<file path="src/rtl/rst_seq_ctrl.sv">
// Staged reset release across NUM_CH domains, run-cycle counter and soft re-sequence.
// Heartbeat watchdog is compiled in only when RST_SEQ_WDT_EN is defined.
module rst_seq_ctrl #(
  parameter int NUM_CH       = 4,
  parameter int HOLD_CYCLES  = 2,
  parameter int STAGE_CYCLES = 4,
  parameter int CNT_W        = 32,
  parameter int WDT_CYCLES   = 1024
) (
  input  logic              clk_i,
  input  logic              rst_i,
  input  logic              soft_rst_req_i,
  input  logic              heartbeat_i,
  output logic [NUM_CH-1:0] rst_out_o,
  output logic              all_released_o,
  output logic [CNT_W-1:0]  cycle_cnt_o,
  output logic              wdt_fired_o,
  output logic              busy_o
);
  localparam int TMAX = (HOLD_CYCLES > STAGE_CYCLES) ? HOLD_CYCLES : STAGE_CYCLES;
  localparam int TW   = $clog2(TMAX + 1);
  localparam int CW   = (NUM_CH > 1) ? $clog2(NUM_CH) : 1;
  localparam logic [TW-1:0] HOLD_LAST  = TW'(HOLD_CYCLES - 1);
  localparam logic [TW-1:0] STAGE_LAST = TW'(STAGE_CYCLES - 1);
  localparam logic [CW-1:0] CH_LAST    = CW'(NUM_CH - 1);

  typedef enum logic [1:0] {S_HOLD, S_STAGE, S_RUN} state_e;

  state_e            state_q, state_d;
  logic [TW-1:0]     timer_q, timer_d;
  logic [CW-1:0]     ch_q, ch_d;
  logic [NUM_CH-1:0] rst_out_q, rst_out_d;
  logic              rel_q, rel_d;
  logic              busy_q, busy_d;
  logic              fired_q, fired_d;
  logic [CNT_W-1:0]  cnt_q, cnt_d;
  logic              wdt_to;

`ifdef RST_SEQ_WDT_EN
  localparam int WW = $clog2(WDT_CYCLES + 1);
  localparam logic [WW-1:0] WDT_LAST = WW'(WDT_CYCLES - 1);
  logic [WW-1:0] wdt_q, wdt_d;

  // A heartbeat on the would-be timeout edge suppresses the timeout.
  assign wdt_to = (state_q == S_RUN) && !heartbeat_i && (wdt_q == WDT_LAST);

  always_comb begin
    wdt_d = '0;
    if (state_q == S_RUN && !soft_rst_req_i && !heartbeat_i && !wdt_to)
      wdt_d = wdt_q + 1'b1;
  end
`else
  logic unused_wdt;
  assign unused_wdt = heartbeat_i ^ (WDT_CYCLES < 1);
  assign wdt_to     = 1'b0;
`endif

  always_comb begin
    state_d   = state_q;
    timer_d   = timer_q;
    ch_d      = ch_q;
    rst_out_d = rst_out_q;
    rel_d     = rel_q;
    busy_d    = busy_q;
    cnt_d     = cnt_q;
    fired_d   = fired_q | wdt_to;
    if (soft_rst_req_i || wdt_to) begin
      state_d   = S_HOLD;
      timer_d   = '0;
      ch_d      = '0;
      rst_out_d = '1;
      rel_d     = 1'b0;
      busy_d    = 1'b1;
      cnt_d     = '0;
    end else begin
      unique case (state_q)
        S_HOLD: begin
          if (timer_q == HOLD_LAST) begin
            rst_out_d[0] = 1'b0;
            timer_d      = '0;
            if (NUM_CH == 1) begin
              state_d = S_RUN;
              rel_d   = 1'b1;
              busy_d  = 1'b0;
              cnt_d   = '0;
            end else begin
              state_d = S_STAGE;
              ch_d    = CW'(1);
            end
          end else begin
            timer_d = timer_q + 1'b1;
          end
        end
        S_STAGE: begin
          if (timer_q == STAGE_LAST) begin
            rst_out_d = rst_out_q & ~(NUM_CH'(1) << ch_q);
            timer_d   = '0;
            if (ch_q == CH_LAST) begin
              state_d = S_RUN;
              rel_d   = 1'b1;
              busy_d  = 1'b0;
              cnt_d   = '0;
            end else begin
              ch_d = ch_q + 1'b1;
            end
          end else begin
            timer_d = timer_q + 1'b1;
          end
        end
        S_RUN: begin
          // Saturate rather than wrap so long runs stay distinguishable.
          if (cnt_q != {CNT_W{1'b1}}) cnt_d = cnt_q + 1'b1;
        end
        default: state_d = S_HOLD;
      endcase
    end
  end

  always_ff @(posedge clk_i) begin
    if (rst_i) begin
      state_q   <= S_HOLD;
      timer_q   <= '0;
      ch_q      <= '0;
      rst_out_q <= '1;
      rel_q     <= 1'b0;
      busy_q    <= 1'b1;
      cnt_q     <= '0;
      fired_q   <= 1'b0;
`ifdef RST_SEQ_WDT_EN
      wdt_q     <= '0;
`endif
    end else begin
      state_q   <= state_d;
      timer_q   <= timer_d;
      ch_q      <= ch_d;
      rst_out_q <= rst_out_d;
      rel_q     <= rel_d;
      busy_q    <= busy_d;
      cnt_q     <= cnt_d;
      fired_q   <= fired_d;
`ifdef RST_SEQ_WDT_EN
      wdt_q     <= wdt_d;
`endif
    end
  end

  assign rst_out_o      = rst_out_q;
  assign all_released_o = rel_q;
  assign cycle_cnt_o    = cnt_q;
  assign wdt_fired_o    = fired_q;
  assign busy_o         = busy_q;
endmodule

</file>
<file path="config.mk">
export PLATFORM = sky130hd
export DESIGN_NAME = rst_seq_ctrl
export DESIGN_NICKNAME = d
export VERILOG_FILES = /design/src/rtl/rst_seq_ctrl.sv
export SDC_FILE = /design/constraint.sdc
export NUM_CORES = 1
export LEC_CHECK = 0
export CAP_MARGIN = 20
export CORE_UTILIZATION = 50
export DETAILED_ROUTE_END_ITERATION = 8
export GPL_TIMING_DRIVEN = 0
export PLACE_DENSITY_LB_ADDON = 0.08
export SETUP_SLACK_MARGIN = 0.4
export SYNTH_ARGS = -nofsm -noshare
export SYNTH_HDL_FRONTEND = slang
export SYNTH_SLANG_ARGS = --single-unit
</file>
<file path="constraint.sdc">
create_clock -name clk_i -period 2.58 [get_ports clk_i]
set_input_delay 0.516 -clock clk_i [delete_from_list [all_inputs] [get_ports clk_i]]
set_output_delay 0.516 -clock clk_i [all_outputs]
set_load 0.03 [all_outputs]
</file>
==> flow_summary.ini, run 1 <==
[placement]
hpwl_um = 4394
gp_congestion = 0.8375
post-place-cells = 409
port_buffers = 40

[setup_path]
cp_top_family = buffers and inverters
cp_max_fo = 8
critical-path-max-stage-delay_ns = 0.74
worstSetupEndpointType = output port
startpoint_type = register
worstPathCellList = clkdlybuf4s50_1
path_class = register to output port
cp_data_arrival_time_ns = 1.53
slowest_stage = clkdlybuf4s50_1
critPathRequiredTime_ns = 2.06
crit_buf_inv = 1

[power_and_ir_drop]
ir_drop_mv = 0.2377
p_leak_nw = 1.170
p_per_area_nw_per_um2 = 390.4

[logic_synthesis]
synth_common_cells = dfxtp_1 (45), nand2_1 (39), nor2_1 (29), o21ai_0 (27), a31oi_1 (17)
ys_warn_count = 0
syn_area_per_cell_sq_um = 8.133
netlist.area_leader.share_pct = 36.68
yosys-top-cells-area = dfxtp_1 (37%), nand2_1 (6.0%), o21ai_0 (5.5%)
syn_nets = 315
netlist_instances = 302
synth-seq-cells = 45
synth_ff_type = dfxtp_1
synth_edf_count = 0
yosysMostFrequentCell = dfxtp_1
syn-cell-area_sq_um = 2456
yosysTopAreaCell = dfxtp_1
synth-async-reset-ratio_pct = 0
ys_types = 49
yosysSeqAreaShare_pct = 36.68

[timing]
fin_crit_sh_pct = 79.30
tns_ns = 0
tightest_slew_ns = 0.5651
relSlewSlack_pct = 62.04
hold_viol_final = 0
drv_slew = 0
fmax_mhz = 488.8
fin_skew_ns = 0.004829
rsz0062_at_grt = no
setup_viol = 0
min_period_ns = 2.046

[run]
maxCapViolations = 0

[clocking]
cts-buffers-inserted = 5
cts-root-buf = clkbuf_8
cts_tree = done
clk_latency_ns = 0.30
cts_hold_buf = 0
cts_buffer_depth = 2
htreeDepth = 2
clk_pin_slew_ns = 0.08
cts_sinks = 45

[global_routing]
antenna_found_initial = 0
grt-ovfl-total = 0
first_global_vias = 2092
grt_max_degree = 14
grt_usage_pct = 25.02
grt_pass1_wl_um = 10200

[route]
num_vias = 2392
ant_nets = 0
routed_via_density = 5.682
routedWlPerCell_um = 14.84
drc = 0
drt_iter0_markers = 210
dr.pass1.iters = 6
wl_um = 6246

[die]
rows = 25
coreArea_sq_um = 4723
die_area_sq_um = 5196
initial_utilization_pct = 52.00
num_io_pins = 43
die_y_um = 72.09
die_w_um = 72.09

[cells_and_area]
drive_gt1_share_pct = 15.82
fin_cells = 421
area_growth_pct = 28.17
layout.nets = 366
diodes = 0

[run_status]
outcome = finished clean

[worst_hold_path]
hold_class = register to register
==> registers in the layout (all words and copies together) (netlist names) <==
| signal | cells |
|---|---|
| all_released_o | 1 |
| busy_o | 1 |
| cycle_cnt_o | 32 |
| rst_out_o | 4 |
| state_q | 2 |
| ch_q | 2 |
| timer_q | 3 |
==> through the flow <==
| stage | hold slack [ns] | power, mW | setup WS, ns | instance area (sq um) | utilization [%] |
|---|---|---|---|---|---|
| after detailed placement | 0.4339 | 0.7647 | 0.05366 | 2940 | 62.25 |
| after global routing | 0.4704 | 1.278 | 0.3944 | 3148 | 66.65 |
| after floorplan | 0.4825 | 0.7503 | 0.4561 | 2456 | - |
| after CTS | 0.4464 | 1.237 | 0.4573 | 3087 | 65.35 |
| after global placement | 0.4330 | 0.7641 | 0.07642 | 2940 | 62.25 |
| final | 0.4406 | 1.229 | 0.5341 | 3148 | 66.65 |
==> layout make-up <==
cell class / count / area [sq um]
well taps: 67 / 83.83
repair buffers: 44 / 430.4
fillers: 425 / 1575
plain buffers: 14 / 80.08
flip-flops and latches: 45 / 905.9
inverters: 11 / 41.29
clock inverters: 1 / 5.005
multi-input cells: 232 / 1505
clock buffers: 7 / 96.34
==> kinds of logic after synthesis <==
kind of cell               synth area share (%)
buffers and inverters                     4.738
and+or+nand+nor                           33.16
DFF                                       36.68
other                                    0.1527
adders and majority gates                 4.585
AOI/OAI and AO/OA                         20.33
xor gates and xnor gates                 0.3567
==> report_power, final <==
group,internal [mW],switching [mW]
sequential,0.697,0.00262
combinational,0.0191,0.0306
clock,0.242,0.237
==> final timing paths <==
kind / start / end / slack (ns) / depth (start not counted)
min reg2reg: rst_out_o[3] / rst_out_o[3] / 0.44 / 2
min: rst_out_o[3] / rst_out_o[3] / 0.44 / 2
max: cycle_cnt_o[17] / cycle_cnt_o[17] / 0.53 / 1
max reg2reg: timer_q[0] / cycle_cnt_o[27] / 0.58 / 8
==> layout by cell type (no fill, tap or decap), drive strengths merged, types with 8 or more instances in the layout <==
cell type      synthesis  routed
ha                     9       9
nand4                 12      12
o21ai                 34      34
clkdlybuf4s50          0      40
buf                   12      14
nand3                 15      15
dfxtp                 45      45
clkbuf                 2      11
a31oi                 17      17
nor2                  30      30
nand2                 39      39
inv                   11      11
nor3                   8       8
a21oi                 15      15
==> routing by layer <==
metal  global-route usage [%]  part of all wire (%)  wire length [um]
met5                        0                     0                 0
met4                    8.932                   1.3                82
met3                    5.139                   6.1               382
met2                    38.32                    46              2891
met1                    34.86                    46              2890
==> timing repair <==
item / in CTS / in global routing
resized for setup: 8 / 12
setup buffers: 1 / 3
hold endpoints to repair: 0 / 0
pin swaps: 1 / 4
setup endpoints to repair: 31 / 28
Note: power is estimated with default switching activity, not from simulation.
==> run 2, diff against run 1 <==
- clock period: 2.58 -> 1.95 ns (I/O delays scaled with it)
==> run 2 against run 1 <==
Against the previous run: the run now ends with negative setup slack left; via count is 24% higher; critical path depth is 6 higher; hold slack better by 0.014 ns; worst setup slack got worse by 0.53 ns; final cell count rose by 14%; global-route usage grew 7.0 points; die area is the same; clock-buffer cell count grew 1; register-to-register slack worse by 0.58 ns.
==> flow_summary.ini, run 2 (same netlist as run 1, synthesis figures left out) <==
[route]
ant_nets = 0
routed_via_density = 6.145
num_vias = 2962
dr.pass1.iters = 5
routedWlPerCell_um = 20.39
drc = 0
drt_iter0_markers = 377
wl_um = 9828

[global_routing]
grt_max_degree = 14
first_global_vias = 2547
grt-ovfl-total = 0
grt_usage_pct = 32.04
antenna_found_initial = 0
grt_pass1_wl_um = 12740

[clocking]
clk_pin_slew_ns = 0.09
htreeDepth = 2
cts-buffers-inserted = 5
cts_sinks = 45
cts_buffer_depth = 2
cts_tree = done
cts-root-buf = clkbuf_8
clk_latency_ns = 0.30
cts_hold_buf = 0

[placement]
dp_worst_setup_slack_ns = -0.4238
port_buffers = 40
gp_congestion = 0.8144
hpwl_um = 4531
placed_area_sq_um = 3172

[timing]
hold_viol_final = 0
drv_slew = 0
min_period_ns = 1.950
fmax_mhz = 512.7
setup_viol = 1
rsz0062_at_grt = yes
fin_skew_ns = 0.008521
setup_ws_ns = -0.0003726
fin_crit_sh_pct = 100.0
holdWs_ns = 0.4542

[die]
die_w_um = 72.09
die_y_um = 72.09
coreArea_sq_um = 4723
num_io_pins = 43
rows = 25
die_area_sq_um = 5196
initial_utilization_pct = 52.00

[setup_path]
cp_data_arrival_time_ns = 2.17
rrSetupSlack_ns = -0.0004
path_class = register to register
startpoint_type = register
worstSetupEndpointType = register
cp_max_fo = 8
critPathRequiredTime_ns = 2.17

[cells_and_area]
fill_cells = 265
final_cell_mix = buf_4 (59), dlygate4sd2_1 (34), nand2_1 (32)
drive_gt1_share_pct = 45.54
layout.nets = 427
final_common_cell = buf_4
largest_register_ffs = 32
area_growth_pct = 63.58
fin_util_pct = 85.06
fin_area_sq_um = 4018
diodes = 0

[power_and_ir_drop]
p_leak_nw = 1.786
total_power_mw = 1.683
p_per_area_nw_per_um2 = 418.9
ir_drop_mv = 0.2935

[worst_hold_path]
hold_class = register to register

[run_status]
outcome = complete, but fails checks
failed_checks = negative setup slack

[run]
maxCapViolations = 0
==> run 2: per-layer routing <==
layer	wire (um)	vias to the layer above	GRT usage [%]
li1	-	1322	-
met1	3676	1400	40.26
met2	4785	180	53.27
met3	712	60	5.139
met4	653	0	16.12
met5	0	-	0
==> run 2: power by group <==
part	internal [mW]	switching (mW)	total, mW
clock network	0.367	0.331	0.698
logic	0.0337	0.0555	0.0892
registers	0.891	0.00463	0.896
==> run 2: stage by stage <==
step | cells | TNS [ns]
after floorplan | 302 | 0
after global placement | 409 | -4.250
after detailed placement | 409 | -4.532
after CTS | 459 | 0
after global routing | 482 | -0.1002
final | 482 | -0.0003726
==> run 2: worst max-delay path, stage by stage, from the launching register on <==
cell and delay (ns):
dfxtp_4 0.40, nand4_1 0.23, nor4_4 0.35, a31oi_4 0.17, nor3_4 0.28, buf_6 0.20
a21oi_2 0.05, o21ai_1 0.18
==> run 2: layout make-up <==
class,instances,area (sq um),area share (%)
inverters,11,43.79,1.090
repair buffers,105,878.3,21.86
plain buffers,14,117.6,2.927
flip-flops and latches,45,998.5,24.85
clock buffers,8,111.4,2.772
multi-input cells,232,1784,44.41
well taps,67,83.83,2.087
==> run 2: worst paths after layout <==
check,start,endpoint,cells after the start
max,cycle_cnt_o[14],cycle_cnt_o[25],7
max reg2reg,cycle_cnt_o[14],cycle_cnt_o[25],7
min,rst_out_o[3],rst_out_o[3],2
min reg2reg,rst_out_o[3],rst_out_o[3],2
==> run 2: timing repair <==
action	in CTS	in global routing
pin swaps	21	25
gates cloned	2	1
endpoints found under the setup margin	71	37
resized for setup	75	60
setup buffers	40	22
